$ cat src/rtl/btn_debounce_multi.sv
`timescale 1ns/1ps
// Purpose: N-channel push-button conditioner (2-FF sync, tick-based debounce, press/release/toggle/long-press) plus heartbeat LED.
// Latency: 2 clk sync + up to STABLE_TICKS prescaler ticks to accept a level; strobes are registered alongside the new level.
// Backpressure: none; every strobe is a one-clk pulse that downstream logic must catch when it is asserted.
//
// Ports:
//   i_clk           system clock
//   i_rst           asynchronous reset, active-high
//   i_btn_in        raw button pins, asynchronous to i_clk
//   o_btn_level     debounced level per channel, 1 = pressed
//   o_btn_press     one-clk strobe when a press is accepted
//   o_btn_release   one-clk strobe when a release is accepted
//   o_btn_toggle    per-channel latch that inverts on every accepted press
//   o_long_press    one-clk strobe once per hold, LONG_TICKS ticks after the press was accepted
//   o_tick          prescaler strobe, one clk every 2^DIV_BITS clk
//   o_blink         heartbeat, MSB of a free-running counter
module btn_debounce_multi #(
  parameter int N_BTN        = 2,
  parameter int DIV_BITS     = 19,
  parameter int STABLE_TICKS = 4,
  parameter int LONG_TICKS   = 50,
  parameter int ACTIVE_LOW   = 1,
  parameter int BLINK_BITS   = 24
) (
  input  logic             i_clk,
  input  logic             i_rst,
  input  logic [N_BTN-1:0] i_btn_in,
  output logic [N_BTN-1:0] o_btn_level,
  output logic [N_BTN-1:0] o_btn_press,
  output logic [N_BTN-1:0] o_btn_release,
  output logic [N_BTN-1:0] o_btn_toggle,
  output logic [N_BTN-1:0] o_long_press,
  output logic             o_tick,
  output logic             o_blink
);

  // Pin level that means "not pressed"; the synchroniser resets to it so a
  // reset never looks like a press edge.
  localparam logic                  REL_LVL   = (ACTIVE_LOW != 0);
  localparam logic [N_BTN-1:0]      SYNC_RST  = {N_BTN{REL_LVL}};
  localparam logic [DIV_BITS-1:0]   PRESC_ONE = DIV_BITS'(1);
  localparam logic [BLINK_BITS-1:0] BLINK_ONE = BLINK_BITS'(1);
  localparam logic [3:0]            SC_ONE    = 4'(1);
  localparam logic [3:0]            SC_LAST   = 4'(STABLE_TICKS - 1);
  localparam logic [7:0]            HC_ONE    = 8'(1);
  localparam logic [7:0]            HC_MAX    = 8'(LONG_TICKS);
  localparam logic [7:0]            HC_LAST   = 8'(LONG_TICKS - 1);

  // ---------------------------------------------------------------------------
  // Prescaler and heartbeat
  // ---------------------------------------------------------------------------
  logic [DIV_BITS-1:0]   r_presc;
  logic                  r_tick;
  logic [BLINK_BITS-1:0] r_blink;

  // r_tick is registered from the all-ones count, so it is high during the
  // cycle after the counter passes 2^DIV_BITS-1 and debounce logic sees it as
  // a one-cycle enable.
  always_ff @(posedge i_clk or posedge i_rst) begin
    if (i_rst) begin
      r_presc <= '0;
      r_tick  <= 1'b0;
    end else begin
      r_presc <= r_presc + PRESC_ONE;
      r_tick  <= &r_presc;
    end
  end

  always_ff @(posedge i_clk or posedge i_rst) begin
    if (i_rst) begin
      r_blink <= '0;
    end else begin
      r_blink <= r_blink + BLINK_ONE;
    end
  end

  assign o_tick  = r_tick;
  assign o_blink = r_blink[BLINK_BITS-1];

  // ---------------------------------------------------------------------------
  // Synchroniser
  // ---------------------------------------------------------------------------
  logic [N_BTN-1:0] r_sync1;
  logic [N_BTN-1:0] r_sync2;

  always_ff @(posedge i_clk or posedge i_rst) begin
    if (i_rst) begin
      r_sync1 <= SYNC_RST;
      r_sync2 <= SYNC_RST;
    end else begin
      r_sync1 <= i_btn_in;
      r_sync2 <= r_sync1;
    end
  end

  // ---------------------------------------------------------------------------
  // Debounce, strobes, toggle, long press
  // ---------------------------------------------------------------------------
  logic [N_BTN-1:0] r_level;
  logic [N_BTN-1:0] r_press;
  logic [N_BTN-1:0] r_release;
  logic [N_BTN-1:0] r_toggle;
  logic [N_BTN-1:0] r_long;
  logic [3:0]       r_sc [N_BTN];
  logic [7:0]       r_hc [N_BTN];

  logic [N_BTN-1:0] w_p;          // synchronised pin, 1 = pressed
  logic [N_BTN-1:0] w_diff;       // pin disagrees with accepted level
  logic [N_BTN-1:0] w_sc_last;    // this tick would complete qualification
  logic [N_BTN-1:0] w_accept;     // level flips on this edge
  logic [N_BTN-1:0] w_long_hit;   // hold counter reaches LONG_TICKS on this edge

  assign w_p    = r_sync2 ^ {N_BTN{REL_LVL}};
  assign w_diff = w_p ^ r_level;

  always_comb begin
    w_sc_last  = '0;
    w_long_hit = '0;
    for (int i = 0; i < N_BTN; i++) begin
      w_sc_last[i]  = (r_sc[i] == SC_LAST);
      w_long_hit[i] = r_tick & r_level[i] & (r_hc[i] == HC_LAST);
    end
  end

  assign w_accept = w_diff & w_sc_last & {N_BTN{r_tick}};

  // Level and strobes: the strobes are loaded on the same edge that flips
  // r_level, so they line up with the new level on the outputs.
  always_ff @(posedge i_clk or posedge i_rst) begin
    if (i_rst) begin
      r_level   <= '0;
      r_press   <= '0;
      r_release <= '0;
      r_toggle  <= '0;
      r_long    <= '0;
    end else begin
      r_level   <= r_level ^ w_accept;
      r_press   <= w_accept & w_p;
      r_release <= w_accept & ~w_p;
      r_toggle  <= r_toggle ^ (w_accept & w_p);
      r_long    <= w_long_hit;
    end
  end

  // Stable counter: any cycle where the pin agrees with the accepted level
  // restarts qualification, so a bounce between ticks is enough to reset it.
  always_ff @(posedge i_clk or posedge i_rst) begin
    if (i_rst) begin
      for (int i = 0; i < N_BTN; i++) begin
        r_sc[i] <= '0;
      end
    end else begin
      for (int i = 0; i < N_BTN; i++) begin
        if (!w_diff[i]) begin
          r_sc[i] <= '0;
        end else if (r_tick) begin
          r_sc[i] <= w_sc_last[i] ? 4'd0 : (r_sc[i] + SC_ONE);
        end
      end
    end
  end

  // Hold counter saturates at LONG_TICKS so long press fires once per hold.
  always_ff @(posedge i_clk or posedge i_rst) begin
    if (i_rst) begin
      for (int i = 0; i < N_BTN; i++) begin
        r_hc[i] <= '0;
      end
    end else begin
      for (int i = 0; i < N_BTN; i++) begin
        if (!r_level[i]) begin
          r_hc[i] <= '0;
        end else if (r_tick && (r_hc[i] < HC_MAX)) begin
          r_hc[i] <= r_hc[i] + HC_ONE;
        end
      end
    end
  end

  assign o_btn_level   = r_level;
  assign o_btn_press   = r_press;
  assign o_btn_release = r_release;
  assign o_btn_toggle  = r_toggle;
  assign o_long_press  = r_long;

endmodule
$ cat config.mk
export PLATFORM = sky130hd
export DESIGN_NAME = btn_debounce_multi
export DESIGN_NICKNAME = d
export VERILOG_FILES = /design/src/rtl/btn_debounce_multi.sv
export SDC_FILE = /design/constraint.sdc
export NUM_CORES = 1
export LEC_CHECK = 0
export CAP_MARGIN = 5
export CORE_MARGIN = 5
export CORE_UTILIZATION = 40
export DETAILED_ROUTE_END_ITERATION = 16
export PLACE_DENSITY = 0.57
export SLEW_MARGIN = 30
export SYNTH_ARGS = -nofsm -noshare
export SYNTH_HDL_FRONTEND = slang
export SYNTH_SLANG_ARGS = --single-unit
$ cat constraint.sdc
create_clock -name i_clk -period 5.9 [get_ports i_clk]
set_input_delay 0.59 -clock i_clk [delete_from_list [all_inputs] [get_ports i_clk]]
set_output_delay 0.59 -clock i_clk [all_outputs]
set_load 0.03 [all_outputs]
==> summary.md, run 1 <==
| Metric | Value |
|---|---|
| Flop pwr share | 58.9% |
| Starting Density | 40.8% |
| Top cells by count, synth | 78 x dfrtp_1, 32 x nor2_1, 29 x xor2_1 |
| Post-route DRC | 0 |
| Mapped Area | 3540 sq um |
| Crit path max-delay family | buffers and inverters |
| Most common cell in the netlist | dfrtp_1 |
| Clk_skew | 0.00988 ns |
| DR vias | 2135 |
| Area added between synthesis and finish | 13.4% |
| Number of port buffers | 15 |
| Gr usage total | 11.0% |
| Core ar. | 8680 sq um |
| Die Height | 104 um |
| Mapped Cells | 306 |
| Setup Fix Bufs, Post-CTS | 0 |
| CTS Root Buffer Type | clkbuf_8 |
| Critical Path Max Stage Delay | 0.76 ns |
| Clock Path Buffers | 2 |
| WP data arrival | 1.76 ns |
| TNS Setup | 0 ns |
| Cell type with the largest total area after synthesis | dfrtp_1 |
| First-pass GRT wire length | 9920 um |
| Core Util, Final | 46.2% |
| Synth area leaders | dfrtp_1 55%, xor2_1 7.2%, xnor2_1 5.4% |
| Antenna cells | 0 |
| Min Tclk post-route | 2.35 ns |
| HPWL Detailed | 3550 um |
| Hold Buf Count CTS | 0 |
| Vias per Instance | 4.82 |
| Iter 0 DRT Violations | 44 |
| Ys async rst share | 100% |
| Max IR drop VDD | 0.0855 mV |
| Worst Max-Slew Pin Slew | 0.728 ns |
| Vias in the first global route | 2204 |
| Sw power | 224 uW |
| Flop2flop setup slack | 4.20 ns |
| Synth unique cells | 31 |
| Internal | 735 uW |
| Post_cts resized | 0 |
| Register area | 2060 sq um |
| CP max-delay cell | clkdlybuf4s50_1 |
| Period utilisation layout | 39.9% |
| Clock Latency Late Sink | 0.34 ns |
| Share of post-route cells with drive strength above 1 | 9.25% |
| Cell row count | 34 |
| LEAKAGE | 0.00188 uW |
| RSZ-0062 raised after global routing | no |
| Filler instances | 835 |
| Number of synthesis warnings | 0 |
| CTS Sinks | 82 |
| Routed WL per cell | 12.2 um |
| Cts bufs inserted | 9 |
| Relative slew slack | 51.5% |
| Drt pass-1 iters | 4 |
| Syn nets | 318 |
| DIE AREA | 10800 sq um |
| Max_cap viols | 0 |
| I/O pins | 16 |
| Seq/Total Area, Yosys | 58.1% |
| Htree depth | 3 |
| Final wirelength | 5410 um |
| CTS tree | yes |
| Layout Nets | 342 |
| Pwr Density | 239 nW/um^2 |
| Status | finished clean |
| Reg clk slew, reported paths | 0.09 ns |
| Buffers & Inverters on Critical Path | 1 |
| Crit path cell chain | clkdlybuf4s50_1 |
| Worst hold path class | register to register |
| Clock power share | 39.6% |
| Worst Setup Start Kind | register |
| Comb power frac | 1.5% |
| Flops & latches, synth | 82 |
| Worst endpoint required time | 5.31 ns |
| Initial antenna violation count | 0 |
| Crit Path Max Fanout | 17 |
| Mapped Avg Cell Area | 11.6 sq um |
| Fin. max-slew vios | 0 |
| Finish-stage setup viols | 0 |
| CP Capture Type | output port |
| EDFF count, synth | 0 |
| Synth Flop Type | dfrtp_1 |
| Final hold vios | 0 |
| Peak Freq | 425 MHz |
| Multi-input gate area | 1430 sq um |
| Routability Congestion | 0.732 |
| Sw Ratio | 23.3% |
| Top cell type's share of synthesized area | 55.2% |
| Largest net degree at the start of global routing | 83 |
| WS Path Type | register to output port |
| Gr ovfl total | 0 |
| Die Wd | 104 um |
| DRT antenna net count | 0 |
-- stage by stage --
stage,hold slack [ns],power (uW),area [sq um],setup WS [ns],cells
global placement,0.347,591,3820,3.92,427
global route,0.374,1000,4010,3.45,443
floorplan,0.345,585,3540,3.21,306
finish,0.366,959,4010,3.55,443
CTS,0.370,977,4010,3.52,443
detailed placement,0.356,592,3820,3.91,427
-- state kept, by name, summed over array words and instances (netlist names), 8 cells and up --
| signal | cells |
|---|---|
| r_presc | 19 |
| r_hc | 16 |
| r_sc | 8 |
| r_blink | 24 |
-- power groups by stage --
stage / registers (uW) / clock network, uW / logic [uW]
5_1_grt: 565 / 419 / 17.2
3_5_place_dp: 576 / 0 / 15.4
6_report: 565 / 380 / 14.3
3_3_place_gp: 576 / 0 / 15.2
4_1_cts: 565 / 397 / 15.4
2_1_floorplan: 576 / 0 / 9.00
-- final timing paths --
path                            start         endpoint  cells after the start
min in group asynchronous       i_rst  o_btn_toggle[1]                      3
setup reg to reg               o_tick         r_hc[10]                      4
max in group asynchronous       i_rst      r_blink[14]                      3
hold reg to reg            r_sync1[0]       r_sync2[0]                      0
setup / recovery               o_tick           o_tick                      1
hold / removal             r_sync1[0]       r_sync2[0]                      0
-- cell usage in the layout (no fill, tap or decap), types with 3 or more instances in the layout --
cell / count
nand2_1: 24
xnor2_1: 22
o21ai_0: 3
clkbuf_8: 10
and3_1: 13
and2_1: 6
dfstp_2: 4
nor3b_2: 3
xor2_1: 29
a21oi_1: 6
nand3_1: 20
inv_1: 10
nor3_1: 5
clkdlybuf4s50_1: 15
nand4_1: 14
ha_1: 8
nor2_1: 32
dfrtp_1: 78
-- kinds of logic (layout without fill, tap and decap cells) --
family                     count (synthesis)  count (layout)  synth area share [%]
and+or+nand+nor                          132             132                  21.3
adders and majority gates                  8               8                  2.83
AOI/OAI and AO/OA                         17              17                  3.04
muxes                                      2               2                 0.566
buffers and inverters                     14              43                  1.49
xor gates and xnor gates                  51              51                  12.6
DFF                                       82              82                  58.1
-- area by class of cell --
type                    count  area share, %
repair buffers             16           4.02
well taps                 108           3.37
clock inverters             6           1.25
inverters                  11           1.06
flip-flops and latches     82           51.3
clock buffers              10           3.43
multi-input cells         210           35.6
-- layer usage --
layer | vias up | wire [um] | track usage, %
met5 | - | 0 | 0
met4 | 0 | 91 | 5.37
met3 | 8 | 159 | 2.79
met2 | 22 | 2360 | 16.2
met1 | 1010 | 2810 | 15.1
li1 | 1095 | - | -
Power figures use the tool's default switching activity.
==> run 2, diff against run 1 <==
==> constraint.sdc (replaced) <==
create_clock -name i_clk -period 2.3 [get_ports i_clk]
set_input_delay 0.23 -clock i_clk [delete_from_list [all_inputs] [get_ports i_clk]]
set_output_delay 0.23 -clock i_clk [all_outputs]
set_load 0.03 [all_outputs]
==> run 2 against run 1 <==
  * Clock power increased to 3.0 times the previous value
  * Sequential cell count unchanged
  * Die area is the same
  * Register-to-register slack lost 3.6 ns
  * Non-clock buffer count did not move
  * Combinational power rose to 2.7 times the previous value
  * Critical endpoint unchanged
  * Highest routed layer unchanged
==> summary.md, run 2 (synthesis gave the netlist of run 1 again) <==
| Metric | Value |
|---|---|
| Post-route DRC | 0 (unchanged) |
| Cell row count | 34 (unchanged) |
| WS Path Type | register to output port (unchanged) |
| Worst Setup SP | o_tick (unchanged) |
| Vias per Instance | 4.93 (was 4.82) |
| Gr usage total | 10.6% (was 11.0%) |
| Buffers & Inverters on Critical Path | 1 (unchanged) |
| Worst hold path startpoint | i_btn_in[1] (was r_sync1[0]) |
| Max IR drop VDD | 0.260 mV (was 0.0855 mV) |
| Sw power | 557 uW (was 224 uW) |
| Peak Freq | 497 MHz |
| Relative slew slack | 63.5% (was 51.5%) |
| DRT antenna net count | 0 (unchanged) |
| CP Capture Type | output port (unchanged) |
| Fin. max-slew vios | 0 (unchanged) |
| Die Height | 104 um (unchanged) |
| Crit Path Max Fanout | 17 (unchanged) |
| Internal | 2070 uW (was 735 uW) |
| Min Tclk post-route | 2.01 ns |
| Clock Path Buffers | 2 (unchanged) |
| Most common cell after layout, fill and taps aside | dfrtp_1 (unchanged) |
| Clock Latency Late Sink | 0.35 ns (was 0.34 ns) |
| Crit path max-delay family | buffers and inverters (unchanged) |
| Register area | 2060 sq um (unchanged) |
| Worst hold path class | input port to register (was register to register) |
| Antenna cells | 0 (unchanged) |
| Worst Max-Slew Pin Slew | 0.544 ns (was 0.728 ns) |
| Die Wd | 104 um (unchanged) |
| Pwr Density | 648 nW/um^2 (was 239 nW/um^2) |
| Routed WL per cell | 11.7 um (was 12.2 um) |
| Vias in the first global route | 2097 (was 2204) |
| CTS Sinks | 82 (unchanged) |
| Period utilisation layout | 87.4% |
| Htree depth | 3 (unchanged) |
| Number of port buffers | 15 (unchanged) |
| First-pass GRT wire length | 9440 um (was 9920 um) |
| Post_cts resized | 0 (unchanged) |
| Comb power frac | 1.5% (about the same) |
| Biggest register | r_blink (unchanged) |
| Reg clk slew, reported paths | 0.09 ns (about the same) |
| Drt pass-1 iters | 4 (unchanged) |
| Clk_skew | 0.0113 ns (was 0.00988 ns) |
| Initial antenna violation count | 0 (unchanged) |
| HPWL Detailed | 3420 um (was 3550 um) |
| Worst Setup Start Kind | register (unchanged) |
| Core Util, Final | 46.7% (was 46.2%) |
| Max reg flops | 24 (unchanged) |
| Critical R2R Launch | o_tick (unchanged) |
| LEAKAGE | 0.00189 uW (was 0.00188 uW) |
| Final wirelength | 5190 um (was 5410 um) |
| Gr ovfl total | 0 (unchanged) |
| DR vias | 2184 (was 2135) |
| CTS Root Buffer Type | clkbuf_8 (unchanged) |
| Final hold vios | 0 (unchanged) |
| Largest net degree at the start of global routing | 83 (unchanged) |
| Clock power share | 43.3% (was 39.6%) |
| Iter 0 DRT Violations | 56 (was 44) |
| Routability Congestion | 0.739 (was 0.732) |
| Max_cap viols | 0 (unchanged) |
| Starting Density | 40.8% (unchanged) |
| I/O pins | 16 (unchanged) |
| Most frequent cells in the layout | 78 x dfrtp_1, 32 x nor2_1, 29 x xor2_1, 24 x nand2_1, 22 x xnor2_1 (unchanged) |
| Crit path cell chain | clkdlybuf4s50_1 (unchanged) |
| Multi-input gate area | 1430 sq um (unchanged) |
| Finish-stage setup viols | 0 (unchanged) |
| RSZ-0062 raised after global routing | no (unchanged) |
| Largest regs | r_blink: 24 flops, r_presc: 19 flops, r_hc: 16 flops (unchanged) |
| Sw Ratio | 21.2% (was 23.3%) |
| CP max-delay cell | clkdlybuf4s50_1 (unchanged) |
| Cts bufs inserted | 9 (unchanged) |
| DIE AREA | 10800 sq um (unchanged) |
| Layout Nets | 342 (unchanged) |
| Worst endpoint required time | 2.07 ns (was 5.31 ns) |
| TNS Setup | 0 ns (unchanged) |
| Share of post-route cells with drive strength above 1 | 8.96% (was 9.25%) |
| Setup Fix Bufs, Post-CTS | 0 (unchanged) |
| Hold Buf Count CTS | 0 (unchanged) |
| Core ar. | 8680 sq um (unchanged) |
| Flop pwr share | 55.2% (was 58.9%) |
| Filler instances | 804 (was 835) |
| Critical Path Max Stage Delay | 0.77 ns (was 0.76 ns) |
| WP data arrival | 1.78 ns (was 1.76 ns) |
| CTS tree | yes (unchanged) |
| Status | finished clean (unchanged) |
| Area added between synthesis and finish | 14.6% (was 13.4%) |
[run 2: path summary, 6_finish.rpt]
check	to	slack (ns)	depth (start not counted)
worst max-delay path	o_tick	0.29	1
worst min-delay path	r_sync1[1]	0.27	1
worst max register to register	r_hc[9]	0.63	4
worst min register to register	r_sync2[0]	0.36	0
max in group asynchronous	r_sync2[1]	1.59	3
min in group asynchronous	r_presc[0]	0.32	3
[run 2: area by class of cell]
cell class	instances	area share, %
Multi-Input combinational cell	210	35.2
Clock buffer	10	3.15
Clock inverter	6	2.28
Tap cell	108	3.33
Inverter	11	1.11
Sequential cell	82	50.7
Timing Repair Buffer	16	4.19
[run 2: routing by layer]
layer / global-route usage [%] / vias up / part of all wire (%)
li1: - / 1094 / -
met1: 14.5 / 1054 / 51
met3: 3.41 / 10 / 3.9
met5: 0 / - / 0
met4: 5.27 / 0 / 2.2
met2: 15.1 / 26 / 43
[run 2: power groups by stage]
stage | Combinational [uW] | Clock (uW) | Sequential (uW)
floorplan | 23.5 | 0 | 1480
global placement | 42.5 | 0 | 1480
detailed placement | 42.2 | 0 | 1480
CTS | 41.9 | 1180 | 1450
global route | 47.5 | 1240 | 1450
finish | 38.8 | 1140 | 1450
[run 2: through the flow]
| step | std cells | hold WS (ns) | power, uW | area [sq um] | worst slack [ns] |
|---|---|---|---|---|---|
| global placement | 427 | 0.347 | 1520 | 3840 | 0.633 |
| CTS | 443 | 0.259 | 2680 | 4060 | 0.245 |
| global route | 443 | 0.250 | 2740 | 4060 | 0.174 |
| floorplan | 306 | 0.234 | 1500 | 3540 | 0.861 |
| detailed placement | 427 | 0.352 | 1520 | 3840 | 0.606 |
| finish | 443 | 0.273 | 2630 | 4060 | 0.289 |
